## config.mk

```make
export PLATFORM = sky130hd
export DESIGN_NAME = pc_unit
export DESIGN_NICKNAME = d
export VERILOG_FILES = /design/src/rtl/cpu_pkg.sv /design/src/rtl/pc_redirect_buf.sv /design/src/rtl/pc_unit.sv
export SDC_FILE = /design/constraint.sdc
export NUM_CORES = 1
export LEC_CHECK = 0
export BUFFER_PORTS_ARGS = -buffer_cell sky130_fd_sc_hd__buf_2
export CAP_MARGIN = 20
export CORE_ASPECT_RATIO = 0.6
export CORE_UTILIZATION = 40
export CTS_CLUSTER_DIAMETER = 150
export DETAILED_ROUTE_END_ITERATION = 10
export MAX_ROUTING_LAYER = met4
export PLACE_DENSITY = 0.65
export SLEW_MARGIN = 20
export SYNTH_ARGS = -nofsm -noshare
export SYNTH_HDL_FRONTEND = slang
export SYNTH_SLANG_ARGS = --single-unit
```

## constraint.sdc

```tcl
create_clock -name clk -period 3.8 [get_ports clk]
set_clock_uncertainty 0.1 [all_clocks]
set_input_delay 0.76 -clock clk [delete_from_list [all_inputs] [get_ports clk]]
set_output_delay 0.76 -clock clk [all_outputs]
set_load 0.05 [all_outputs]
```

## src/rtl/cpu_pkg.sv

```systemverilog
// Shared definitions for the fetch stage of the pipelined MIPS core:
// default widths, reset/exception vectors, instruction-memory bounds and
// the encoding of where the next PC comes from.
package cpu_pkg;

  localparam int unsigned DEF_WIDTH     = 32;
  localparam logic [31:0] DEF_RESET_VEC = 32'h0000_3000;
  localparam logic [31:0] DEF_EXC_VEC   = 32'h0000_4180;
  localparam logic [31:0] DEF_IMEM_LO   = 32'h0000_3000;
  localparam logic [31:0] DEF_IMEM_HI   = 32'h0000_6ffc;
  localparam int unsigned DEF_STEP      = 4;

  // Source selected for the next fetch PC, listed from highest priority down.
  typedef enum logic [2:0] {
    RST   = 3'd0,
    EXC   = 3'd1,
    ERET  = 3'd2,
    REDIR = 3'd3,
    PEND  = 3'd4,
    SEQ   = 3'd5,
    HOLD  = 3'd6
  } next_src_e;

endpackage

```

## src/rtl/pc_redirect_buf.sv

```systemverilog
// One-entry holding register for a branch/jump redirect that shows up
// while the fetch stage is stalled. It keeps the most recent target until
// the PC logic consumes it or an exception/ERET throws it away.
module pc_redirect_buf
  import cpu_pkg::*;
#(
  parameter int unsigned WIDTH = DEF_WIDTH
) (
  input  logic             clk,
  input  logic             reset,
  input  logic             load,
  input  logic [WIDTH-1:0] load_target,
  input  logic             clear,
  output logic             pend_valid,
  output logic [WIDTH-1:0] pend_target
);

  localparam logic [0:0] IDLE = 1'b0;
  localparam logic [0:0] HELD = 1'b1;

  logic [0:0] state;

  // Load wins over clear so a newer redirect during the same stall overwrites the old one.
  always_ff @(posedge clk) begin
    if (reset) begin
      state       <= IDLE;
      pend_target <= '0;
    end else if (load) begin
      state       <= HELD;
      pend_target <= load_target;
    end else if (clear) begin
      state       <= IDLE;
    end
  end

  assign pend_valid = (state == HELD);

endmodule

```

## src/rtl/pc_unit.sv

```systemverilog
// Fetch-stage program counter: sequential increment, branch/jump redirect
// with a one-entry stall buffer, exception/ERET override, and a fetch
// address-error flag derived from the current PC.
module pc_unit
  import cpu_pkg::*;
#(
  parameter int unsigned      WIDTH     = DEF_WIDTH,
  parameter logic [WIDTH-1:0] RESET_VEC = WIDTH'(DEF_RESET_VEC),
  parameter logic [WIDTH-1:0] EXC_VEC   = WIDTH'(DEF_EXC_VEC),
  parameter int unsigned      STEP      = DEF_STEP,
  parameter logic [WIDTH-1:0] IMEM_LO   = WIDTH'(DEF_IMEM_LO),
  parameter logic [WIDTH-1:0] IMEM_HI   = WIDTH'(DEF_IMEM_HI)
) (
  input  logic             clk,
  input  logic             reset,
  input  logic             en,
  input  logic             redirect_valid,
  input  logic [WIDTH-1:0] redirect_target,
  input  logic             exc_req,
  input  logic             eret_req,
  input  logic [WIDTH-1:0] epc,
  output logic [WIDTH-1:0] pc_out,
  output logic [WIDTH-1:0] pc_plus_step,
  output logic             redirect_pending,
  output logic             adel
);

  next_src_e        src;
  logic             pend_valid;
  logic [WIDTH-1:0] pend_target;
  logic             buf_load;
  logic             buf_clear;
  logic [WIDTH-1:0] pc_reg = RESET_VEC;

  // Priority mux: exceptions and ERET ignore the stall, everything else waits for en.
  always_comb begin
    src = HOLD;
    if (reset)                     src = RST;
    else if (exc_req)              src = EXC;
    else if (eret_req)             src = ERET;
    else if (en && redirect_valid) src = REDIR;
    else if (en && pend_valid)     src = PEND;
    else if (en)                   src = SEQ;
  end

  // A redirect is only buffered when the PC is holding; any PC update empties the buffer.
  assign buf_load  = (src == HOLD) && redirect_valid;
  assign buf_clear = (src != HOLD);

  pc_redirect_buf #(
    .WIDTH(WIDTH)
  ) u_redirect_buf (
    .clk        (clk),
    .reset      (reset),
    .load       (buf_load),
    .load_target(redirect_target),
    .clear      (buf_clear),
    .pend_valid (pend_valid),
    .pend_target(pend_target)
  );

  // The PC register itself; increments wrap modulo 2^WIDTH.
  always_ff @(posedge clk) begin
    if (reset) begin
      pc_reg <= RESET_VEC;
    end else begin
      case (src)
        EXC:     pc_reg <= EXC_VEC;
        ERET:    pc_reg <= epc;
        REDIR:   pc_reg <= redirect_target;
        PEND:    pc_reg <= pend_target;
        SEQ:     pc_reg <= pc_plus_step;
        default: pc_reg <= pc_reg;
      endcase
    end
  end

  assign pc_out           = pc_reg;
  assign pc_plus_step     = pc_reg + WIDTH'(STEP);
  assign redirect_pending = pend_valid;
  assign adel             = (pc_reg[1:0] != 2'b00) || (pc_reg < IMEM_LO) || (pc_reg > IMEM_HI);

endmodule

```

==> impl.org <==
** Logic synthesis
- Number of synthesized flops with an enable pin :: 0
- Mapped Cells :: 446
- Cell area after synthesis :: 3560 µm²
- For this run, the number of Yosys warnings is 0.
- Async SR Flop Fraction :: 0%
- Net count after synthesis :: 517
- Post-Syn Area per Cell :: 7.99 µm²
- Number of synthesized register bits :: 65
- For this run, the leading register cell type out of synthesis is dfxtp_1.
- Yosys mapped the design onto 47 distinct sky130hd cell types.
- Sequential share of the synthesized area :: 36.5%

** Clocking
- Clock-pin slew was measured on the worst setup and hold paths at 0.05 ns.
- For this design, the CTS-stage hold fixing added 0 buffers.
- Total number of clock tree sinks :: 65
- Once the clock tree was built, the setup fixing pass inserted 0 buffers.
- CTS root buf :: clkbuf_16
- TritonCTS built the clock tree.
- Maximum root-to-sink buffer count :: 2
- The number of clock buffers added by TritonCTS is 9.
- H-tree levels :: 3
- Insertion delay of the later-clocked pin in the worst-skew pair :: 0.34 ns
- Number of gates resized after cts :: 0

** Job
- Max-cap violations in this run came to 0.

** Layout
- Layout overhead on the synthesized area :: 27.8%
- The final layout contains 631 nets.
- Fraction of the core area covered by cells at the end of the flow :: 53.0%
- N_diodes :: 0
- In the final layout, the share of cells above drive strength 1 is 30.4%.
- Leaving out fill and tap cells, the most frequent cell in the layout is buf_2.
- Most frequent cells in the layout :: buf_2, nand2_1, dfxtp_1

** Worst hold path
- Hold Path Cell Cnt :: 2
- The worst hold path begins at u_redirect_buf.pend_target[12]$_SDFFE_PP0P_.
- The worst hold path terminates at u_redirect_buf.pend_target[12]$_SDFFE_PP0P_.
- Type of the worst min-delay path :: reg2reg

** STA
- The worst path in the final design needs a cycle of 3.30 ns, including I/O delays and setup.
- The count of endpoints failing hold in the final timing report came to 0.
- The final critical path takes up 86.8% of the cycle.
- Slew at the pin closest to its max-slew limit :: 0.771 ns
- Maximum clock frequency :: 0.303 GHz
- The total count of max-transition violations in the final report was 0.
- Final Setup Violations :: 0
- RSZ-0062 raised after global routing :: false
- The worst pin sits at a relative slew slack of 48.6%.
- Aggregate negative setup slack :: 0 ns

** Floorplan
- 136 I/O pins were placed.
- Measured along the y axis, the die boundary spans 75.1 µm.
- The floorplan step defined a die boundary enclosing 9300 µm².
- The floorplan has 26 rows.
- Floorplan core area :: 8590 µm²
- In this run the horizontal extent of the chip is 124 µm.
- Starting density of the core :: 41.5%

** Pwr
- Net switching is 28.7% of the power.
- Of the total power, the clock network draws 45.2%.
- For this design the static power due to leakage is 1.98 nW.
- Cell internal power was estimated by the tool at 1.36 mW.
- For this design the ratio of total power to cell area is 417 nW/µm².
- Combinational group share of total power :: 16.2%
- IR analysis of the VDD net gives a maximum drop of 0.246 mV.
- Sequential fraction of design power :: 38.6%
- For this design the total switching power over the nets is 545 µW.

** Critical path
- Of all nets on the critical path, the largest fanout is 6.
- STA classifies the critical path startpoint as a flop.
- In this run the critical register-to-register path is launched from pc_out[7]$_SDFFE_PP0P_.
- Start-to-end type of the worst setup path :: reg2out
- Slack of the worst reg-to-reg path :: 1.64 ns
- Data arrival time of the critical path :: 2.44 ns
- At the worst endpoint, the required time is 2.94 ns.
- Sort of element at the end of the critical path :: output port
- In this run the critical register-to-register path is captured at pc_out[29]$_SDFFE_PP0P_.
- For the worst flop-to-flop path, the logic depth is 5.

** Global route
- The first global-routing pass estimated 19400 µm of wire.
- Global routing used 29.1% of the available tracks.
- Vias in the first global route :: 3604
- Pin count of the biggest net entering global routing :: 38
- After global routing the overflow that remains totals 0.
- Number of antenna violations at the first check in global routing :: 0

** Detailed routing
- Ratio of routed vias to standard cells :: 5.92
- Residual DRC :: 0
- In this run the remaining antenna-violating nets after routing total 0.
- Initial DRC count :: 487
- Drt total wl :: 12500 µm
- Wire length per cell :: 18.5 µm
- Across all layers, the routed design uses 4007 vias.
- The pre-antenna-repair detailed-routing pass consisted of 5 iterations.

** Placed design
- Half-perimeter wire length after detailed placement :: 8640 µm
- Weighted congestion reported at the end of routability-driven placement :: 0.829
- Port Buffers :: 135

** Outcome
- The flow ran to the end, and the final reports show no timing, DRC or antenna violations.
-- stage by stage --
| step | hold WS, ns | instance area [µm²] | instances | power (mW) | setup WS, ns |
|---|---|---|---|---|---|
| final | 0.352 | 4560 | 677 | 1.90 | 0.500 |
| after global routing | 0.369 | 4560 | 677 | 1.97 | 0.341 |
| after CTS | 0.354 | 4560 | 677 | 1.91 | 0.528 |
| after detailed placement | 0.346 | 4250 | 661 | 1.05 | 0.897 |
| after global placement | 0.342 | 4250 | 661 | 1.05 | 0.965 |
| after floorplan | 0.336 | 3560 | 446 | 0.946 | 0.324 |
-- routing by layer --
metal | vias up | track usage (%) | part of all wire [%]
met2 | 241 | 40.8 | 41
met4 | 0 | 7.63 | 1.2
met3 | 14 | 8.48 | 11
li1 | 1862 | - | -
met5 | - | - | 0
met1 | 1890 | 40.4 | 47
-- power groups by stage --
stage	logic [mW]	registers (mW)	clock network, mW
after floorplan	0.158	0.787	0
after global routing	0.327	0.736	0.907
after global placement	0.303	0.744	0
after detailed placement	0.304	0.746	0
final	0.308	0.733	0.859
after CTS	0.305	0.732	0.869
-- state kept, by name, indices dropped and copies added (netlist names) --
| name | flops |
|---|---|
| u_redirect_buf.pend_valid | 1 |
| u_redirect_buf.pend_target | 32 |
| pc_out | 32 |
-- critical path, cell delays in order (launching register included) --
cell and delay [ns]:
dfxtp_1 0.42, ha_1 0.26, and4_1 0.35, and4_1 0.34, nand4_1 0.14, xnor2_1 0.26
buf_2 0.32
-- kinds of logic (layout without fill, tap and decap cells) --
kind of cell | count (synthesis) | in the layout | share of synthesized area [%]
buffers and inverters | 42 | 161 | 5.93
XOR/XNOR | 27 | 27 | 6.64
flip-flops | 65 | 65 | 36.5
AO/OA/AOI/OAI | 134 | 134 | 25.8
adder cells (fa/ha/maj) | 1 | 1 | 0.351
AND/OR/NAND/NOR | 177 | 177 | 24.8
-- worst max path at each step --
| stage | start | endpoint | slack, ns | cells past startpoint |
|---|---|---|---|---|
| 2_1_floorplan | pc_out[2]$_SDFFE_PP0P_ | pc_plus_step[26] | 0.32 | 6 |
| 3_3_place_gp | pc_out[7]$_SDFFE_PP0P_ | pc_plus_step[31] | 0.97 | 5 |
| 3_5_place_dp | pc_out[2]$_SDFFE_PP0P_ | pc_plus_step[22] | 0.90 | 6 |
| 4_1_cts | pc_out[2]$_SDFFE_PP0P_ | pc_plus_step[22] | 0.53 | 6 |
| 5_1_grt | pc_out[2]$_SDFFE_PP0P_ | pc_plus_step[28] | 0.34 | 6 |
| 6_report | pc_out[2]$_SDFFE_PP0P_ | pc_plus_step[28] | 0.50 | 6 |
-- cell type report --
type	count	area (µm²)
fill	848	4030
clock inverter	2	35.0
timing repair buffer	143	736
tap	112	140
clock buffer	14	274
inverter	2	7.51
sequential	65	1300
multi-input combinational	339	2060
-- cell usage after synthesis, drive strengths merged, types with 9 or more instances --
master  number  share of area (%)
xnor2       22                5.4
buf         19                3.5
clkbuf      21                2.2
a22oi       10                2.1
nand3       11                1.7
a222oi      20                5.6
dfxtp       65                 37
nor4         9                1.8
a21oi       60                8.4
nor3         9                1.6
a21o        15                3.2
nand4        9                1.6
nand2       96                 10
nor2        14                1.5
(Power assumes the default switching activity.)
